--- src/rtl/seg_scan_pkg.sv ---
// Shared types, glyph table and helpers for the multiplexed 7-segment driver.
package seg_scan_pkg;

  typedef enum logic [1:0] {IDLE, SHIFT, COMMIT} state_t;

  localparam logic MODE_HEX = 1'b0;
  localparam logic MODE_DEC = 1'b1;

  // Active-high glyphs, bit 0 = segment A ... bit 6 = segment G.
  localparam logic [6:0] SEG_DASH  = 7'h40;
  localparam logic [6:0] SEG_BLANK = 7'h00;
  localparam logic [15:0][6:0] SEG_HEX = {
    7'h71, 7'h79, 7'h5E, 7'h39, 7'h7C, 7'h77, 7'h6F, 7'h7F,
    7'h07, 7'h7D, 7'h6D, 7'h66, 7'h4F, 7'h5B, 7'h06, 7'h3F
  };

  // Decimal digits needed to hold the largest unsigned value of the given width.
  function automatic int bcd_digits(input int width);
    longint maxv;
    longint p;
    int     n;
    maxv = (longint'(1) << width) - 1;
    p    = 10;
    n    = 1;
    for (int i = 0; i < 10; i++) begin
      if (p <= maxv) begin
        n++;
        p = p * 10;
      end
    end
    return n;
  endfunction

endpackage

--- src/rtl/bin2bcd_seq.sv ---
// Sequential double-dabble binary-to-BCD converter: one bit per cycle, then a
// single commit cycle in which bcd/ovf are valid alongside done.
module bin2bcd_seq
  import seg_scan_pkg::*;
#(
  parameter int DATA_WIDTH = 16,
  parameter int DIGITS     = 4
) (
  input  logic                  clk,
  input  logic                  rst,
  input  logic                  start,
  input  logic [DATA_WIDTH-1:0] bin,
  output logic                  busy,
  output logic                  done,
  output logic [4*DIGITS-1:0]   bcd,
  output logic                  ovf
);

  // Convert to the full decimal width so overflow falls out of the upper digits.
  localparam int NB_MIN = bcd_digits(DATA_WIDTH);
  localparam int NB     = (NB_MIN > DIGITS) ? NB_MIN : DIGITS;
  localparam int BW     = 4 * NB;
  localparam int CW     = $clog2(DATA_WIDTH + 1);

  state_t                     state_q, state_d;
  logic [CW-1:0]              cnt_q, cnt_d;
  logic [BW+DATA_WIDTH-1:0]   sh_q, sh_d, adj;

  always_comb begin
    state_d = state_q;
    cnt_d   = cnt_q;
    sh_d    = sh_q;
    adj     = sh_q;
    for (int j = 0; j < NB; j++) begin
      if (sh_q[DATA_WIDTH+4*j +: 4] >= 4'd5)
        adj[DATA_WIDTH+4*j +: 4] = sh_q[DATA_WIDTH+4*j +: 4] + 4'd3;
    end
    case (state_q)
      IDLE: begin
        if (start) begin
          sh_d    = {BW'(0), bin};
          cnt_d   = '0;
          state_d = SHIFT;
        end
      end
      SHIFT: begin
        sh_d  = adj << 1;
        cnt_d = cnt_q + CW'(1);
        if (cnt_q == CW'(DATA_WIDTH - 1)) state_d = COMMIT;
      end
      COMMIT:  state_d = IDLE;
      default: state_d = IDLE;
    endcase
  end

  always_ff @(posedge clk) begin
    if (rst) begin
      state_q <= IDLE;
      cnt_q   <= '0;
      sh_q    <= '0;
    end else begin
      state_q <= state_d;
      cnt_q   <= cnt_d;
      sh_q    <= sh_d;
    end
  end

  always_comb begin
    ovf = 1'b0;
    for (int j = DIGITS; j < NB; j++) ovf = ovf | (|sh_q[DATA_WIDTH+4*j +: 4]);
  end

  assign bcd  = sh_q[DATA_WIDTH +: 4*DIGITS];
  assign busy = (state_q != IDLE);
  assign done = (state_q == COMMIT);

endmodule

--- src/rtl/seg_scan_driver.sv ---
// Multiplexed 7-segment scan driver with hex/decimal display, leading-zero
// blanking, live radix points and overflow dashes. SEG_SCAN_BRIGHTNESS_EN adds bright[3:0].
module seg_scan_driver
  import seg_scan_pkg::*;
#(
  parameter int DIGITS      = 4,
  parameter int DATA_WIDTH  = 16,
  parameter int REFRESH_DIV = 100000
) (
  input  logic                  clk,
  input  logic                  rst,
  input  logic [DATA_WIDTH-1:0] data,
  input  logic                  load,
  input  logic                  mode,
  input  logic                  blank_lz,
  input  logic [DIGITS-1:0]     dp,
`ifdef SEG_SCAN_BRIGHTNESS_EN
  input  logic [3:0]            bright,
`endif
  output logic [DIGITS-1:0]     sel,
  output logic [7:0]            seg,
  output logic                  busy,
  output logic                  overflow
);

  localparam int IDX_W = (DIGITS > 1) ? $clog2(DIGITS) : 1;
  localparam int PR_W  = $clog2(REFRESH_DIV);
  localparam int XW    = DATA_WIDTH + 4 * DIGITS;

  logic [PR_W-1:0]        presc_q, presc_d;
  logic [IDX_W-1:0]       idx_q, idx_d;
  logic [DIGITS-1:0]      sel_q, sel_d;
  logic [7:0]             seg_q, seg_d;
  logic [DIGITS-1:0][3:0] dig_q, dig_d;
  logic                   ovf_q, ovf_d;
  logic                   blank_q, blank_d;
  logic                   conv_blank_q, conv_blank_d;
  logic                   pend_q, pend_d;
  logic                   pend_mode_q, pend_mode_d;
  logic                   pend_blank_q, pend_blank_d;
  logic [DATA_WIDTH-1:0]  pend_data_q, pend_data_d;

  logic                   req_v, req_mode, req_blank;
  logic [DATA_WIDTH-1:0]  req_data;
  logic [XW-1:0]          req_ext;
  logic                   hex_ovf;
  logic                   cv_start, cv_busy, cv_done, cv_ovf;
  logic [4*DIGITS-1:0]    cv_bcd;

  logic [DIGITS-1:0]      lz;
  logic                   zero_run;
  logic [6:0]             glyph;

  bin2bcd_seq #(
    .DATA_WIDTH(DATA_WIDTH),
    .DIGITS    (DIGITS)
  ) u_bcd (
    .clk  (clk),
    .rst  (rst),
    .start(cv_start),
    .bin  (req_data),
    .busy (cv_busy),
    .done (cv_done),
    .bcd  (cv_bcd),
    .ovf  (cv_ovf)
  );

  // A load while converting parks in the pending slot; it is replayed the
  // first idle cycle. A fresh load in that same cycle supersedes it.
  always_comb begin
    pend_d       = pend_q;
    pend_data_d  = pend_data_q;
    pend_mode_d  = pend_mode_q;
    pend_blank_d = pend_blank_q;
    req_v        = 1'b0;
    req_data     = data;
    req_mode     = mode;
    req_blank    = blank_lz;
    if (cv_busy) begin
      if (load) begin
        pend_d       = 1'b1;
        pend_data_d  = data;
        pend_mode_d  = mode;
        pend_blank_d = blank_lz;
      end
    end else if (load) begin
      req_v  = 1'b1;
      pend_d = 1'b0;
    end else if (pend_q) begin
      req_v     = 1'b1;
      req_data  = pend_data_q;
      req_mode  = pend_mode_q;
      req_blank = pend_blank_q;
      pend_d    = 1'b0;
    end
  end

  // Digit register, overflow and blanking flag always change together.
  always_comb begin
    req_ext      = XW'(req_data);
    hex_ovf      = |(req_ext >> (4 * DIGITS));
    dig_d        = dig_q;
    ovf_d        = ovf_q;
    blank_d      = blank_q;
    conv_blank_d = conv_blank_q;
    cv_start     = 1'b0;
    if (cv_done) begin
      dig_d   = cv_bcd;
      ovf_d   = cv_ovf;
      blank_d = conv_blank_q;
    end else if (req_v) begin
      if (req_mode == MODE_DEC) begin
        cv_start     = 1'b1;
        conv_blank_d = req_blank;
      end else begin
        dig_d   = req_ext[4*DIGITS-1:0];
        ovf_d   = hex_ovf;
        blank_d = req_blank;
      end
    end
  end

  always_comb begin
    presc_d = presc_q + PR_W'(1);
    idx_d   = idx_q;
    if (presc_q == PR_W'(REFRESH_DIV - 1)) begin
      presc_d = '0;
      idx_d   = (idx_q == IDX_W'(DIGITS - 1)) ? '0 : idx_q + IDX_W'(1);
    end
  end

`ifdef SEG_SCAN_BRIGHTNESS_EN
  logic [3:0]  bright_q, bright_d;
  logic [39:0] duty_thr;

  always_comb begin
    bright_d = bright_q;
    if (presc_q == PR_W'(REFRESH_DIV - 1)) bright_d = bright;
    duty_thr = ((40'(bright_q) + 40'd1) * 40'(REFRESH_DIV)) >> 4;
  end

  always_ff @(posedge clk) begin
    if (rst) bright_q <= 4'hF;
    else     bright_q <= bright_d;
  end
`endif

  // Digit 0 is never blanked, so a zero value still shows one "0".
  always_comb begin
    lz       = '0;
    zero_run = 1'b1;
    for (int k = DIGITS - 1; k > 0; k--) begin
      zero_run = zero_run & (dig_q[k] == 4'd0);
      lz[k]    = blank_q & zero_run;
    end
    glyph = SEG_HEX[dig_q[idx_q]];
    if (ovf_q)           glyph = SEG_DASH;
    else if (lz[idx_q])  glyph = SEG_BLANK;
    seg_d = ~{dp[idx_q], glyph};
    sel_d = ~(DIGITS'(1) << idx_q);
`ifdef SEG_SCAN_BRIGHTNESS_EN
    if (40'(presc_q) >= duty_thr) sel_d = '1;
`endif
  end

  always_ff @(posedge clk) begin
    if (rst) begin
      presc_q      <= '0;
      idx_q        <= '0;
      sel_q        <= '1;
      seg_q        <= '1;
      dig_q        <= '0;
      ovf_q        <= 1'b0;
      blank_q      <= 1'b0;
      conv_blank_q <= 1'b0;
      pend_q       <= 1'b0;
      pend_data_q  <= '0;
      pend_mode_q  <= MODE_HEX;
      pend_blank_q <= 1'b0;
    end else begin
      presc_q      <= presc_d;
      idx_q        <= idx_d;
      sel_q        <= sel_d;
      seg_q        <= seg_d;
      dig_q        <= dig_d;
      ovf_q        <= ovf_d;
      blank_q      <= blank_d;
      conv_blank_q <= conv_blank_d;
      pend_q       <= pend_d;
      pend_data_q  <= pend_data_d;
      pend_mode_q  <= pend_mode_d;
      pend_blank_q <= pend_blank_d;
    end
  end

  assign sel      = sel_q;
  assign seg      = seg_q;
  assign busy     = cv_busy;
  assign overflow = ovf_q;

endmodule

--- config.mk ---
export PLATFORM = sky130hd
export DESIGN_NAME = seg_scan_driver
export DESIGN_NICKNAME = d
export VERILOG_FILES = /design/src/rtl/seg_scan_pkg.sv /design/src/rtl/bin2bcd_seq.sv /design/src/rtl/seg_scan_driver.sv
export SDC_FILE = /design/constraint.sdc
export NUM_CORES = 1
export LEC_CHECK = 0
export CAP_MARGIN = 20
export CORE_MARGIN = 10
export CORE_UTILIZATION = 50
export DETAILED_ROUTE_END_ITERATION = 7
export GPL_ROUTABILITY_DRIVEN = 0
export PLACE_DENSITY_LB_ADDON = 0.12
export REMOVE_ABC_BUFFERS = 1
export SYNTH_ARGS = -nofsm -noshare
export SYNTH_HDL_FRONTEND = slang
export SYNTH_SLANG_ARGS = --single-unit
--- constraint.sdc ---
create_clock -name clk -period 2.2 [get_ports clk]
set_input_delay 0.44 -clock clk [delete_from_list [all_inputs] [get_ports clk]]
set_output_delay 0.44 -clock clk [all_outputs]
set_load 0.005 [all_outputs]
==> results of run 1 <==
## worst paths after layout
kind | from | end | slack [ns] | depth (start not counted)
worst min register to register | pend_data_q[8] | pend_data_q[8] | 0.46 | 2
worst max-delay path | u_bcd.state_q[0] | busy | 0.10 | 2
worst max register to register | idx_q[0] | seg[6] | 0.17 | 5
worst min-delay path | pend_data_q[8] | pend_data_q[8] | 0.46 | 2
## power breakdown
part           leakage (nW)  switching, mW  internal, mW
clock network         0.110          0.737         0.577
logic                  1.22          0.253         0.205
registers             0.912         0.0530          2.10
total                  2.24           1.04          2.89
## placed cells by master (no fill, tap or decap), types with 2 or more instances in the layout
cell type,synthesis,routed
ha_1,22,22
inv_6,0,3
o31ai_1,5,5
nand3_1,20,20
a32oi_1,4,4
o221ai_1,2,2
buf_12,0,2
nor3_1,14,14
o21ai_0,15,15
clkbuf_8,0,10
and3_2,2,2
dfxtp_1,112,112
nand2_1,93,93
a211oi_1,2,2
a31oi_1,7,7
nor4_1,3,3
xor2_1,19,19
or3_1,3,3
and3_1,3,3
nor2_1,65,65
o2bb2ai_1,16,16
o211ai_1,15,15
nor3b_1,3,3
mux2i_1,24,24
clkdlybuf4s50_1,0,37
and2_1,8,8
xnor2_1,8,8
mux4_2,5,5
buf_4,3,21
inv_1,20,20
nand4_1,4,4
a21oi_1,76,76
nand2b_1,13,12
## final cells by class
class                      count  share of cell area (%)
clock buffer                  10                    2.23
clock inverter                 6                    1.18
inverter                      20                    1.22
multi-input combinational    468                    47.0
sequential                   112                    36.3
tap                          136                    2.76
timing repair buffer          61                    9.28
## sequential cells by signal, indices dropped and copies added, names as in the netlist
| register | cells |
|---|---|
| overflow | 1 |
| u_bcd.state_q | 2 |
| pend_data_q | 16 |
| sel | 4 |
| u_bcd.cnt_q | 5 |
| presc_q | 17 |
| blank_q | 1 |
| pend_blank_q | 1 |
| seg | 8 |
| pend_q | 1 |
| u_bcd.sh_q | 36 |
| idx_q | 2 |
| dig_q | 16 |
| pend_mode_q | 1 |
| conv_blank_q | 1 |
## cell families after synthesis
logic type      Yosys count  synth area share, %
compound gates          148                 16.8
xor+xnor                 27                 4.39
fa+ha+maj                22                 5.11
buf+inv                  62                 4.71
flops                   112                 41.6
mux                      30                 6.76
simple gates            241                 20.6
## critical path: stages (launching register included)
cell and delay (ns):
dfxtp_1 0.52, or2_2 0.23, clkdlybuf4s50_1 0.51
## metrics by stage
| stage | setup WS [ns] | instances | utilization (%) | power, mW |
|---|---|---|---|---|
| 2_1_floorplan | -1.68 | 600 | - | 2.43 |
| 5_1_grt | 0.00791 | 813 | 59.3 | 4.10 |
| 3_3_place_gp | -0.0640 | 797 | 57.2 | 2.65 |
| 6_report | 0.104 | 813 | 59.3 | 3.93 |
| 3_5_place_dp | -0.111 | 797 | 57.2 | 2.66 |
| 4_1_cts | 0.0838 | 813 | 59.3 | 3.98 |
## routing by layer
metal | track usage (%) | part of all wire [%] | vias to the layer above
li1 | - | - | 2279
met1 | 22.2 | 48 | 2068
met2 | 26.7 | 46 | 86
met3 | 4.62 | 5.7 | 5
met4 | 4.08 | 0.56 | 0
met5 | 0 | 0 | -
==> results.cfg, run 1 <==
[detailed_routing]
via_per_inst = 5.46
num_vias = 4438
ant_nets = 0
drc = 0
drtIter0Drc = 311
wire_per_inst_um = 15.4
firstDrtPassIters = 4
finalWirelength_um = 12500

[die]
die_h_um = 124
io_pins = 39
fp.dieW_um = 124
rows = 37
core_um2 = 10400
die_area_um2 = 15300
start_util_pct = 51.7

[global_routing]
grt_pass1_wl_um = 20800
antenna_found_initial = 0
grt_usage_pct = 16.8
grt_max_degree = 37
overflow = 0
grt_pass1_vias = 4231

[setup_path]
path_class = reg -> out
crit_path_end_kind = primary output
worstPathRequired_ns = 1.76
critPathLaunchType = register
crit_fanout = 8
arrival_ns = 1.66

[sta]
setup_viol = 0
timing.fmax_mhz = 477
rsz0062_at_grt = no
final-max-slew-violation-count = 0
final.min_clock_period_ns = 2.10
final_hold_viol_count = 0
tightest_slew_ns = 0.612
holdWs_ns = 0.460
skew_ns = 0.00739
fin_setup_tns_ns = 0
post-route-period-util_pct = 95.3
slew_headroom_pct = 59.2

[synth]
synth-seq-area-share_pct = 41.6
yosys.area.top_type = dfxtp_1
synth_async_sr_flop_share_pct = 0
ys.flop_type = dfxtp_1
yosys.cell_count.top_type = dfxtp_1
yosys-top-cells-area = dfxtp_1 42%, a21oi_1 7.1%, nand2_1 6.5%
ys_types = 48
synth-seq-cells = 112
netlist_instances = 642
ys_top_cells_by_count = 112 x dfxtp_1, 93 x nand2_1, 76 x a21oi_1
syn_area_um2 = 5390
synth_edf_count = 0
avgSynthCellArea_um2 = 8.39
yosysWarnings = 0
synth_top_area_share_pct = 41.6

[pwr]
leakage_nw = 2.24
ir_drop_v = 0.000534
p_per_area_nw_per_um2 = 636

[placed_design]
hpwlAfterDp_um = 8930
placed_area_um2 = 5960
port_buffers = 38

[hold_path]
hold_class = reg -> reg

[clocking]
clockBufferDepth = 2
hold_buffers = 0
path_clk_slew_ns = 0.11
htreeDepth = 3
cts_sinks = 112
cts_made_buffers = 9
postCtsSetupRepairBufs = 0
cts-resized-gates = 0
clkLatencyLatePin_ns = 0.39
cts_root_buf = clkbuf_8
cts_tree = done

[flow_run]
cap_violations = 0

[cells_and_area]
fin_area_um2 = 6170
final_nets = 719
regArea_um2 = 2240
area_growth_pct = 14.6
fillers = 978
drive_gt1_share_pct = 8.27
multi_input_area_um2 = 2900
insertedDiodeCount = 0

[run_status]
status = finished clean
Note: power is estimated with default switching activity, not from simulation.
==> inputs of run 2 (changes only) <==
CAP_MARGIN = unset   (was 20)
==> results of run 2 <==
No change in the layout: final DEF, timing and power equal those of run 1.
==> inputs of run 3 (changes only) <==
CTS_BUF_LIST = sky130_fd_sc_hd__clkbuf_8   (was unset)
==> results of run 3 <==
No change in the layout: final DEF, timing and power equal those of run 1.
